==> config.mk <==
export PLATFORM = sky130hd
export DESIGN_NAME = seg_scan_ctrl
export DESIGN_NICKNAME = d
export VERILOG_FILES = /design/src/rtl/seg_pkg.sv /design/src/rtl/seg_slot_timer.sv /design/src/rtl/seg_scan_ctrl.sv
export SDC_FILE = /design/constraint.sdc
export NUM_CORES = 1
export LEC_CHECK = 0
export CAP_MARGIN = 20
export CORE_ASPECT_RATIO = 0.7
export CORE_MARGIN = 8
export CORE_UTILIZATION = 49
export CTS_CLUSTER_DIAMETER = 40
export CTS_CLUSTER_SIZE = 24
export DETAILED_ROUTE_END_ITERATION = 10
export PLACE_DENSITY = 0.75
export SYNTH_ARGS = -nofsm -noshare
export SYNTH_HDL_FRONTEND = slang
export SYNTH_SLANG_ARGS = --single-unit
==> constraint.sdc <==
create_clock -name clk_in -period 2.05 [get_ports clk_in]
set_clock_uncertainty 0.15 [all_clocks]
set_input_delay 0.205 -clock clk_in [delete_from_list [all_inputs] [get_ports clk_in]]
set_output_delay 0.205 -clock clk_in [all_outputs]
set_load 0.005 [all_outputs]
==> src/rtl/seg_pkg.sv <==
// Shared constants and helpers for the 4-digit seven-segment scan controller.
package seg_pkg;

    // All segments dark / all anodes off (both active-low).
    localparam logic [7:0] SEG_OFF = 8'hFF;
    localparam logic [3:0] AN_OFF  = 4'b1111;

    // Lit anode patterns, one digit at a time.
    localparam logic [3:0] AN3_LIT = 4'b0111;
    localparam logic [3:0] AN2_LIT = 4'b1011;
    localparam logic [3:0] AN1_LIT = 4'b1101;
    localparam logic [3:0] AN0_LIT = 4'b1110;

    // Active-low glyphs {dp,g..a}.
    localparam logic [7:0] GLYPH_H = 8'h89;
    localparam logic [7:0] GLYPH_E = 8'h86;
    localparam logic [7:0] GLYPH_L = 8'hC7;
    localparam logic [7:0] GLYPH_O = 8'hC0;
    localparam logic [7:0] GLYPH_Y = 8'h91;

    typedef enum logic {
        ST_SHOW  = 1'b0,
        ST_BLANK = 1'b1
    } scan_state_e;

    // Anode pattern lighting digit idx.
    function automatic logic [3:0] an_lit(input logic [1:0] idx);
        logic [3:0] pat;
        case (idx)
            2'd3:    pat = AN3_LIT;
            2'd2:    pat = AN2_LIT;
            2'd1:    pat = AN1_LIT;
            default: pat = AN0_LIT;
        endcase
        return pat;
    endfunction

endpackage

==> src/rtl/seg_slot_timer.sv <==
// Slot counter: counts up from 0, reports terminal count, cleared by load.
module seg_slot_timer #(
    parameter int unsigned CNT_W = 4
) (
    input  logic             i_clk,
    input  logic             i_rst_n,
    input  logic             i_load,
    input  logic [CNT_W-1:0] i_last,
    output logic             o_tc_c
);

    logic [CNT_W-1:0] r_cnt;

    assign o_tc_c = (r_cnt == i_last);

    // Count up, holding at terminal (never wraps); load clears on state change.
    always_ff @(posedge i_clk) begin
        if (!i_rst_n) begin
            r_cnt <= '0;
        end else if (i_load) begin
            r_cnt <= '0;
        end else if (!o_tc_c) begin
            r_cnt <= r_cnt + CNT_W'(1);
        end
    end

endmodule

==> src/rtl/seg_scan_ctrl.sv <==
// Multiplexed 4-digit seven-segment scanner with tear-free double-buffered frames.
// Optional SEG_BLANK_EN macro inserts an all-off guard period after each digit.
module seg_scan_ctrl
    import seg_pkg::*;
#(
    parameter int unsigned REFRESH_TICKS = 100000,
    parameter int unsigned BLANK_TICKS   = 1000
) (
    input  logic        clk_in,
    input  logic        rst_n_in,
    input  logic        wr_valid_in,
    output logic        wr_ready_out,
    input  logic [31:0] wr_data_in,
    input  logic [3:0]  digit_en_in,
    output logic [3:0]  anode_out,
    output logic [7:0]  digit_out,
    output logic        frame_out
);

    localparam int unsigned MAX_TICKS = (REFRESH_TICKS > BLANK_TICKS) ? REFRESH_TICKS : BLANK_TICKS;
    localparam int unsigned CNT_W     = $clog2(MAX_TICKS + 1);

    scan_state_e r_state;
    logic [1:0]  r_idx;
    logic [31:0] r_active;
    logic [31:0] r_shadow;
    logic        r_pending;
    logic        r_ready;
    logic [3:0]  r_anode;
    logic [7:0]  r_digit;
    logic        r_frame;

    logic             w_tc;
    logic [CNT_W-1:0] w_last;
    logic             w_boundary;
    logic             w_lit_en;
    logic             w_accept;
    logic             w_commit;

`ifdef SEG_BLANK_EN
    assign w_last     = (r_state == ST_SHOW) ? CNT_W'(REFRESH_TICKS - 1) : CNT_W'(BLANK_TICKS - 1);
    assign w_boundary = w_tc && (r_state == ST_BLANK) && (r_idx == 2'd0);
`else
    assign w_last     = CNT_W'(REFRESH_TICKS - 1);
    assign w_boundary = w_tc && (r_idx == 2'd0);
`endif

    assign w_lit_en = (r_state == ST_SHOW) && digit_en_in[r_idx];
    assign w_accept = wr_valid_in && r_ready;
    assign w_commit = w_boundary && r_pending;

    // Every terminal count is a state or digit change, so it also clears the counter.
    seg_slot_timer #(
        .CNT_W (CNT_W)
    ) u_slot_timer (
        .i_clk   (clk_in),
        .i_rst_n (rst_n_in),
        .i_load  (w_tc),
        .i_last  (w_last),
        .o_tc_c  (w_tc)
    );

    // Scan FSM and registered drive outputs (outputs lag state by one cycle).
    always_ff @(posedge clk_in) begin
        if (!rst_n_in) begin
            r_state <= ST_SHOW;
            r_idx   <= 2'd3;
            r_anode <= AN_OFF;
            r_digit <= SEG_OFF;
            r_frame <= 1'b0;
        end else begin
            r_frame <= w_boundary;
            r_anode <= w_lit_en ? an_lit(r_idx) : AN_OFF;
            r_digit <= w_lit_en ? r_active[{r_idx, 3'b000} +: 8] : SEG_OFF;
            if (w_tc) begin
`ifdef SEG_BLANK_EN
                if (r_state == ST_SHOW) begin
                    r_state <= ST_BLANK;
                end else begin
                    r_state <= ST_SHOW;
                    r_idx   <= r_idx - 2'd1;
                end
`else
                r_idx <= r_idx - 2'd1;
`endif
            end
        end
    end

    // Write handshake and shadow/active buffers; commit only at frame boundary.
    always_ff @(posedge clk_in) begin
        if (!rst_n_in) begin
            r_active  <= {4{SEG_OFF}};
            r_shadow  <= {4{SEG_OFF}};
            r_pending <= 1'b0;
            r_ready   <= 1'b0;
        end else begin
            if (w_accept) begin
                r_shadow <= wr_data_in;
            end
            if (w_commit) begin
                r_active <= r_shadow;
            end
            if (w_accept) begin
                r_pending <= 1'b1;
                r_ready   <= 1'b0;
            end else if (w_commit) begin
                r_pending <= 1'b0;
                r_ready   <= 1'b1;
            end else begin
                r_ready   <= !r_pending;
            end
        end
    end

    assign wr_ready_out = r_ready;
    assign anode_out    = r_anode;
    assign digit_out    = r_digit;
    assign frame_out    = r_frame;

endmodule

## Word-level counts from Yosys, hierarchy flattened

Cells that the tools add are included.

| storage, ports and cells | value |
|---|---|
| register bits | 98 |
| memories kept | 0 |
| word-level logic and storage cells | 33 |
| bits in writable memories | 0 |
| bits in latches | 0 |
| bits in read-only memories | 0 |

| operators by class | value |
|---|---|
| add/sub/neg operators | 2 |
| mux-type cells | 6 |
| equal/unequal tests | 4 |
| multipliers | 0 |
| div/mod/pow operators | 0 |
| shift-type cells | 1 |
| order comparisons | 1 |
| bitwise gates (word level) | 1 |
| reduce and logical (&&, ||, !) cells | 9 |

Operator list:

| operator | count |
|---|---|
| $shiftx A32 B6 Y8 | 1 |
| $add A17 B1 Y17 const B | 1 |
| $eq A17 B17 Y1 const B | 1 |
| $pmux W4 S3 | 1 |
| $eq A2 B2 Y1 const B | 2 |
| $mux W1 | 4 |
| $reduce_or A2 Y1 | 2 |
| $logic_and A1 B1 Y1 | 3 |
| $lt A2 B3 Y1 const B | 1 |
| $bmux W1 S2 | 1 |
| $eq A2 B1 Y1 const B | 1 |
| $logic_not A2 Y1 | 1 |
| $reduce_and A2 Y1 | 1 |
| $reduce_bool A2 Y1 | 1 |
| $sub A2 B1 Y2 const B | 1 |
| $logic_not A1 Y1 | 1 |
| $not A1 Y1 | 1 |

## Logic depth before layout (Yosys ltp)

Gate-level depths: netlist of the first run.

| logic depth | value |
|---|---|
| depth after elaboration | 5 |
| depth in mapped cells | 8 |

## Cells and area by module

Synthesis of the first run repeated with hierarchy kept, for this count alone.

| second synthesis, totals | value |
|---|---|
| cells, all modules | 469 |
| area, all modules | 4052.6 µm² |

Modules (own cells, without submodules):

| module | instances | area an instance (µm²) | cells each | seq. area each (µm²) |
|---|---|---|---|---|
| seg_scan_ctrl | 1 | 2964.1 | 345 | 1621.6 |
| seg_slot_timer | 1 | 1088.5 | 124 | 340.3 |

## Least setup slack after synthesis of the first run

No wires, ideal clock.

| timing path | value |
|---|---|
| path type | register -> register |
| start | register r_idx[1] |
| end | register r_active[1] |
| data required time | 1.763 ns |
| period minus slack after synthesis | 2.076 ns |
| slack | -0.026 ns |
| data arrival time | 1.789 ns |
| cell stages (with the launch flop) | 9 |
| setup time | 0.137 ns |
| cells stage by stage | dfxtp_1 -> clkbuf_1 -> inv_1 -> ha_1 -> and2_1 -> clkbuf_1 -> clkbuf_1 -> nand4_1 -> nand3_1 |

| on the way | value |
|---|---|
| word-level cells in the longest chain between the ends | 3 |

Ends and longest elaborated chain:

| item | RTL line | RTL |
|---|---|---|
| start, declared | seg_scan_ctrl.sv:24 | `logic [1:0] r_idx;` |
| start signal, assigned | seg_scan_ctrl.sv:84 | `r_idx <= r_idx - 2'd1;` |
| $logic_not A2 Y1 | seg_scan_ctrl.sv:45 | `assign w_boundary = w_tc && (r_idx == 2'd0);` |
| $logic_and A1 B1 Y1 | seg_scan_ctrl.sv:45 |  |
| $logic_and A1 B1 Y1 | seg_scan_ctrl.sv:50 | `assign w_commit = w_boundary && r_pending;` |
| end signal, assigned | seg_scan_ctrl.sv:93 | `r_active <= {4{SEG_OFF}};` |
| end signal, assigned | seg_scan_ctrl.sv:102 | `r_active <= r_shadow;` |
| end, declared | seg_scan_ctrl.sv:25 | `logic [31:0] r_active;` |

No other way between the ends.
A chain may end at the register's enable or synchronous reset.

## Worst setup path after layout of the first run

| timing path | value |
|---|---|
| start | register u_slot_timer.r_cnt[1] |
| end | register r_active[0] |

| on the way | value |
|---|---|
| word-level cells in the longest chain between the ends | 3 |

Ends and longest elaborated chain:

| item | RTL line | RTL |
|---|---|---|
| start, declared | seg_slot_timer.sv:12 | `logic [CNT_W-1:0] r_cnt;` |
| start signal, assigned | seg_slot_timer.sv:23 | `r_cnt <= r_cnt + CNT_W'(1);` |
| $eq A17 B17 Y1 | seg_slot_timer.sv:14 | `assign o_tc_c = (r_cnt == i_last);` |
| $logic_and A1 B1 Y1 | seg_scan_ctrl.sv:45 |  |
| $logic_and A1 B1 Y1 | seg_scan_ctrl.sv:50 |  |

No other way between the ends.

==> results of run 1 <==
-- per-layer routing --
layer	up-vias	share of wire, %
li1	1694	-
met1	1626	50
met2	120	41
met3	9	8.4
met4	0	0.84
met5	-	0
-- area by class of cell --
type / instances / area, um2 / share of cell area [%]
sequential: 98 / 1960 / 38.8
multi-input combinational: 306 / 1860 / 36.8
timing repair buffer: 75 / 738 / 14.6
clock buffer: 9 / 225 / 4.46
tap: 101 / 126 / 2.50
clock inverter: 7 / 124 / 2.45
inverter: 5 / 18.8 / 0.371
-- metrics by stage --
step / cells / hold WS (ns) / worst slack, ns
5_1_grt: 601 / 0.0852 / 0.00106
3_5_place_dp: 585 / 0.309 / 0.115
3_3_place_gp: 585 / 0.304 / 0.186
6_report: 601 / 0.0943 / 0.0796
2_1_floorplan: 452 / 0.179 / 0.00780
4_1_cts: 601 / 0.0716 / 0.0625
-- power groups by stage --
stage	Combinational, mW	Sequential, mW	Clock (mW)
after floorplan	0.119	2.03	0
after global placement	0.225	2.03	0
after detailed placement	0.231	2.04	0
after CTS	0.232	1.99	1.96
after global routing	0.260	2.00	2.05
final	0.230	1.99	1.92
-- sequential cells by signal (all words and copies together) (netlist names) --
| name | cells |
|---|---|
| anode_out | 4 |
| digit_out | 8 |
| frame_out | 1 |
| r_active | 32 |
| r_idx | 2 |
| r_pending | 1 |
| r_shadow | 32 |
| u_slot_timer.r_cnt | 17 |
| wr_ready_out | 1 |
-- worst max path at each step --
stage	to	cells after the start
2_1_floorplan	r_active[1]	8
3_3_place_gp	u_slot_timer.r_cnt[15]	4
3_5_place_dp	r_pending	6
4_1_cts	r_active[0]	6
5_1_grt	r_active[14]	6
6_report	r_active[0]	6
-- worst max-delay path, stage by stage (launching register included) --
cell	delay [ns]
sky130_fd_sc_hd__dfxtp_1	0.41
sky130_fd_sc_hd__ha_1	0.20
sky130_fd_sc_hd__and4bb_2	0.27
sky130_fd_sc_hd__nand4_1	0.16
sky130_fd_sc_hd__buf_12	0.22
sky130_fd_sc_hd__o31ai_1	0.28
sky130_fd_sc_hd__nand3_1	0.15
-- timing repair --
action	in CTS	in global routing
gates resized for setup	0	3
setup buffers	0	0
hold buffers	0	0
setup endpoints to repair	0	5
hold endpoints to repair	0	0
-- synthesized netlist by cell type, drive strengths merged --
| cell | number |
|---|---|
| nand2b | 8 |
| nor4b | 1 |
| and4bb | 1 |
| nor3b | 1 |
| and4 | 1 |
| xor2 | 5 |
| xnor2 | 8 |
| nor2 | 15 |
| dfxtp | 98 |
| nor3 | 5 |
| and3 | 5 |
| nand4 | 37 |
| o31ai | 33 |
| a21oi | 3 |
| mux4 | 9 |
| ha | 5 |
| nand3 | 77 |
| or4 | 2 |
| nand2 | 76 |
| or3 | 1 |
| and2 | 4 |
| inv | 5 |
| a21boi | 1 |
| clkbuf | 32 |
| buf | 11 |
| o21ai | 5 |
| nor4 | 3 |
-- cells by family (layout without fill, tap and decap cells) --
logic type	Yosys count	count (layout)
xor+xnor	13	13
compound gates	42	42
simple gates	237	237
flops	98	98
buf+inv	48	96
mux	9	9
fa+ha+maj	5	5
==> flow_summary.toml, run 1 <==
[global_route]
global_route_layer_with_the_greatest_usage = "met1"
maximum_number_of_pins_on_one_net_before_global_route_repair = 36
met2_usage_pct = 24.1
antenna_found_initial = 0
grt_use_met3_pct = 5.76
global_route_wire_length_before_repair_um = 16100
grt-ovfl-total = 0
groute.usage.overall_pct = 17.6
global_route.usage.met1_pct = 25.7
via_count_of_the_first_global_routing_pass = 3146

[yosys]
mappedNetlistArea_um2 = 4010
ys.warnings.count = 0
synth_cells = 452
mappedNetlistNets = 496
synth_fa_ha_area_share_pct = 1.56
postSynthAreaPerCell_um2 = 8.87
synth_compound_gate_area_share_pct = 7.46
xor_xnor_share_of_the_synthesized_area_pct = 2.84
leading_cell_types_by_total_area_after_synthesis = "sky130_fd_sc_hd__dfxtp_1 (49%), sky130_fd_sc_hd__nand3_1 (9.6%), sky130_fd_sc_hd__nand2_1 (7.0%)"
yosysTopAreaCellShare_pct = 48.9
synth_top_cell_by_area = "sky130_fd_sc_hd__dfxtp_1"
post_synth_mux_area_share_pct = 5.06
flip_flop_and_latch_count_after_synthesis = 98
synth_cell_types = 32
share_of_synthesized_cell_area_in_and_or_nand_and_nor_gates_pct = 29.3
largest_family_of_logic_cells_by_synthesized_area = "simple AND/OR/NAND/NOR gates"
sequential_share_of_the_synthesized_area_pct = 48.9

[drt]
drt_iter0_markers = 268
drt_wl_total_um = 9730
detailroute.via_count = 3449
drt.antenna.violating_nets = 0
detailed_routing_iterations_pass_1 = 6
wl_per_cell_um = 16.2
drc_errors = 0
detail_route.vias_per_cell = 5.74

[floorplanning]
core_um2 = 7910
rows = 27
fp.dieH_um = 91.7
die_width_um = 124
design.die.area_um2 = 11400
starting_density_of_the_core_pct = 50.7
io_pins = 53

[finish]
layout_commonest_cell = "sky130_fd_sc_hd__dfxtp_1"
fin_util_pct = 63.9
layout.cells.most_common_list = "sky130_fd_sc_hd__dfxtp_1 (97), sky130_fd_sc_hd__nand3_1 (77), sky130_fd_sc_hd__nand2_1 (75)"
final_area_um2 = 5050
final_layout_size_suffix_gt1_share_pct = 11.0
fill_cells = 689
antennaDiodeCount = 0
final_nets = 539
areaGrowthSynthToFinish_pct = 26.1

[clocking]
worst_skew_pair.late_latency_ns = 0.34
cts_num_sinks = 98
root_buffer = "sky130_fd_sc_hd__clkbuf_16"
cts_buffer_count = 9
tritoncts_clock_tree = "yes"
worst_setup_hold_path_clk_slew_ns = 0.07
htree_levels = 3
ctsLongestPathBuffers = 2

[pwr]
power.net_switching_mw = 0.864
leakage_nw = 1.88
power_frac_clock_pct = 46.4
power.density_nw_per_um2 = 821
internal-power_mw = 3.28
sequentialPowerShare_pct = 48.1
fin_total_pwr_mw = 4.15
power_share_of_the_combinational_group_pct = 5.5
netSwitchingFraction_pct = 20.8
largest_voltage_drop_on_the_vdd_net_mv = 0.532

[sta]
final.setup.tns_ns = 0
max_slew.worst_pin.slew_ns = 0.401
report.final.hold_viol_count = 0
timing.max_slew.rel_slack_pct = 73.3
final.min_clock_period_ns = 1.97
final_slew_violations = 0
finalSetupViolations = 0
final_cycle_utilization_of_the_critical_path_pct = 96.1
rsz0062_at_grt = "no"
clock.fmax_mhz = 508

[worst_setup_path]
path_max_fanout = 35
critPathRequiredTime_ns = 2.11
timing.critical_path.arrival_ns = 2.03
startpoint_types = "flop"
rr_endpoint = "r_active[0]"
worstSetupPathType = "reg2reg"
worst-r2r-cell-count = 6
timing.critical_path.to_type = "flop"
regToRegSetupSlack_ns = 0.08
r2r-start = "u_slot_timer.r_cnt[1]"
cp-startpoint = "u_slot_timer.r_cnt[1]"

[placement]
gp_congestion = 0.880
placement.io_buffers = 52
detailedPlacementHpwl_um = 6870
detailed_place.area_um2 = 4700

[hold_path]
holdPathStages = 2
hold_end = "r_active[4]"
worstHoldPathType = "in2reg"
hold_path.startpoint = "rst_n_in"

[flow_run]
maxCapViolCount = 0

[run_status]
status = "finished clean"
(Power assumes the default switching activity.)
==> run 2, diff against run 1 <==
- ABC_CLOCK_PERIOD_IN_PS: unset -> 2050
- CORE_MARGIN: 8 -> unset
==> run 2 against run 1 <==
  * Final cell count is 0.33% lower
  * Fmax is 1.9% higher
  * Clock power hardly changed
  * Critical path depth is 2 lower
  * Largest cell class unchanged
  * Worst setup slack better by 0.037 ns
  * Register-to-register slack better by 0.04 ns
  * Combinational power hardly changed
  * Design area is 0.40% lower
  * Die area is 25% lower
  * Global-route usage is 5.8 points higher
==> flow_summary.toml, run 2 (synthesized netlist as in run 1, its figures left out) <==
[floorplanning]
core_um2 = 7910
die_width_um = 110
design.die.area_um2 = 8550
fp.dieH_um = 77.7
io_pins = 53
starting_density_of_the_core_pct = 50.7
rows = 27

[drt]
detail_route.vias_per_cell = 5.84
detailroute.via_count = 3496
wl_per_cell_um = 16.0
drt.antenna.violating_nets = 0
drt_iter0_markers = 243
drc_errors = 0
detailed_routing_iterations_pass_1 = 4
drt_wl_total_um = 9600

[finish]
final_cell_count_no_fill = 599
final_nets = 538
final_layout_size_suffix_gt1_share_pct = 10.4
largest_regs = "r_active (32), r_shadow (32), u_slot_timer.r_cnt (17)"
layout.cells.most_common_list = "sky130_fd_sc_hd__dfxtp_1 (98), sky130_fd_sc_hd__nand3_1 (77), sky130_fd_sc_hd__nand2_1 (75)"
fill_cells = 687
layout_commonest_cell = "sky130_fd_sc_hd__dfxtp_1"
antennaDiodeCount = 0
final_area_um2 = 5030
areaGrowthSynthToFinish_pct = 25.6

[sta]
timing.max_slew.rel_slack_pct = 73.7
final.min_clock_period_ns = 1.93
report.final.hold_viol_count = 0
rsz0062_at_grt = "no"
clock.fmax_mhz = 517
final_cycle_utilization_of_the_critical_path_pct = 94.3
max_slew.worst_pin.slew_ns = 0.391
final.setup.tns_ns = 0
finalSetupViolations = 0
final_slew_violations = 0

[clocking]
tritoncts_clock_tree = "yes"
cts_buffer_count = 9
cts_hold_buffers = 0
ctsLongestPathBuffers = 2
worst_skew_pair.late_latency_ns = 0.34
cts_num_sinks = 98
htree_levels = 3
root_buffer = "sky130_fd_sc_hd__clkbuf_16"
worst_setup_hold_path_clk_slew_ns = 0.07

[worst_setup_path]
timing.critical_path.arrival_ns = 2.06
cp-startpoint = "u_slot_timer.r_cnt[11]"
r2r-start = "u_slot_timer.r_cnt[11]"
timing.critical_path.to_type = "flop"
startpoint_types = "flop"
critPathRequiredTime_ns = 2.17
worstSetupPathType = "reg2reg"
path_max_fanout = 5

[global_route]
via_count_of_the_first_global_routing_pass = 3018
global_route_wire_length_before_repair_um = 15400
maximum_number_of_pins_on_one_net_before_global_route_repair = 38
antenna_found_initial = 0
grt-ovfl-total = 0
groute.usage.overall_pct = 23.4

[run_status]
status = "finished clean"

[placement]
detailed_place.area_um2 = 4690
dpl.cell_count = 584
detailedPlacementHpwl_um = 6340
gp_congestion = 0.823
placement.io_buffers = 52

[pwr]
leakage_nw = 1.88
largest_voltage_drop_on_the_vdd_net_mv = 0.420
power.density_nw_per_um2 = 823

[hold_path]
worstHoldPathType = "in2reg"
hold_path.startpoint = "rst_n_in"

[flow_run]
maxCapViolCount = 0
run 2: timing repair:
| item | in CTS | in global routing |
|---|---|---|
| setup endpoints to repair | 0 | 3 |
| hold endpoints to repair | 0 | 0 |
| setup buffers | 0 | 0 |
| gates resized for setup | 0 | 1 |
run 2: final timing paths:
path / end / slack, ns / cells past startpoint
worst min register to register: r_shadow[19] / 0.32 / 2
worst max-delay path: u_slot_timer.r_cnt[15] / 0.12 / 4
worst max register to register: u_slot_timer.r_cnt[15] / 0.12 / 4
worst min-delay path: r_active[3] / 0.04 / 2
run 2: power by group:
part	switching [mW]	internal, mW
registers	0.0349	1.96
logic	0.108	0.122
clock network	0.724	1.19
total	0.867	3.27
run 2: per-stage QoR:
| stage | util (%) | power [mW] | hold WS [ns] | setup slack, ns |
|---|---|---|---|---|
| finish | 63.7 | 4.14 | 0.0444 | 0.117 |
| global route | 63.7 | 4.27 | 0.0476 | 0.0207 |
| CTS | 63.6 | 4.16 | 0.0298 | 0.153 |
| detailed placement | 59.3 | 2.27 | 0.307 | 0.180 |
| global placement | 59.3 | 2.26 | 0.306 | 0.207 |
| floorplan | - | 2.14 | 0.179 | 0.00780 |
run 2: critical path, stage by stage (launching register included):
cell	delay, ns
sky130_fd_sc_hd__dfxtp_1	0.42
sky130_fd_sc_hd__nand3_1	0.15
sky130_fd_sc_hd__or4_4	0.52
sky130_fd_sc_hd__or4_1	0.48
sky130_fd_sc_hd__a21oi_1	0.15
run 2: cell type report:
cell class	count	area, um2	share of cell area [%]
Sequential cell	98	1960	39.0
Multi-Input combinational cell	306	1860	36.9
Timing Repair Buffer	74	731	14.5
Clock buffer	9	225	4.47
Tap cell	101	126	2.51
Clock inverter	6	113	2.24
Inverter	5	18.8	0.373
run 2: routing by layer:
metal | wire, um | track usage (%)
met4 | 55 | 4.34
met5 | 0 | 0
met1 | 4720 | 35.7
met2 | 4110 | 32.8
met3 | 711 | 6.64
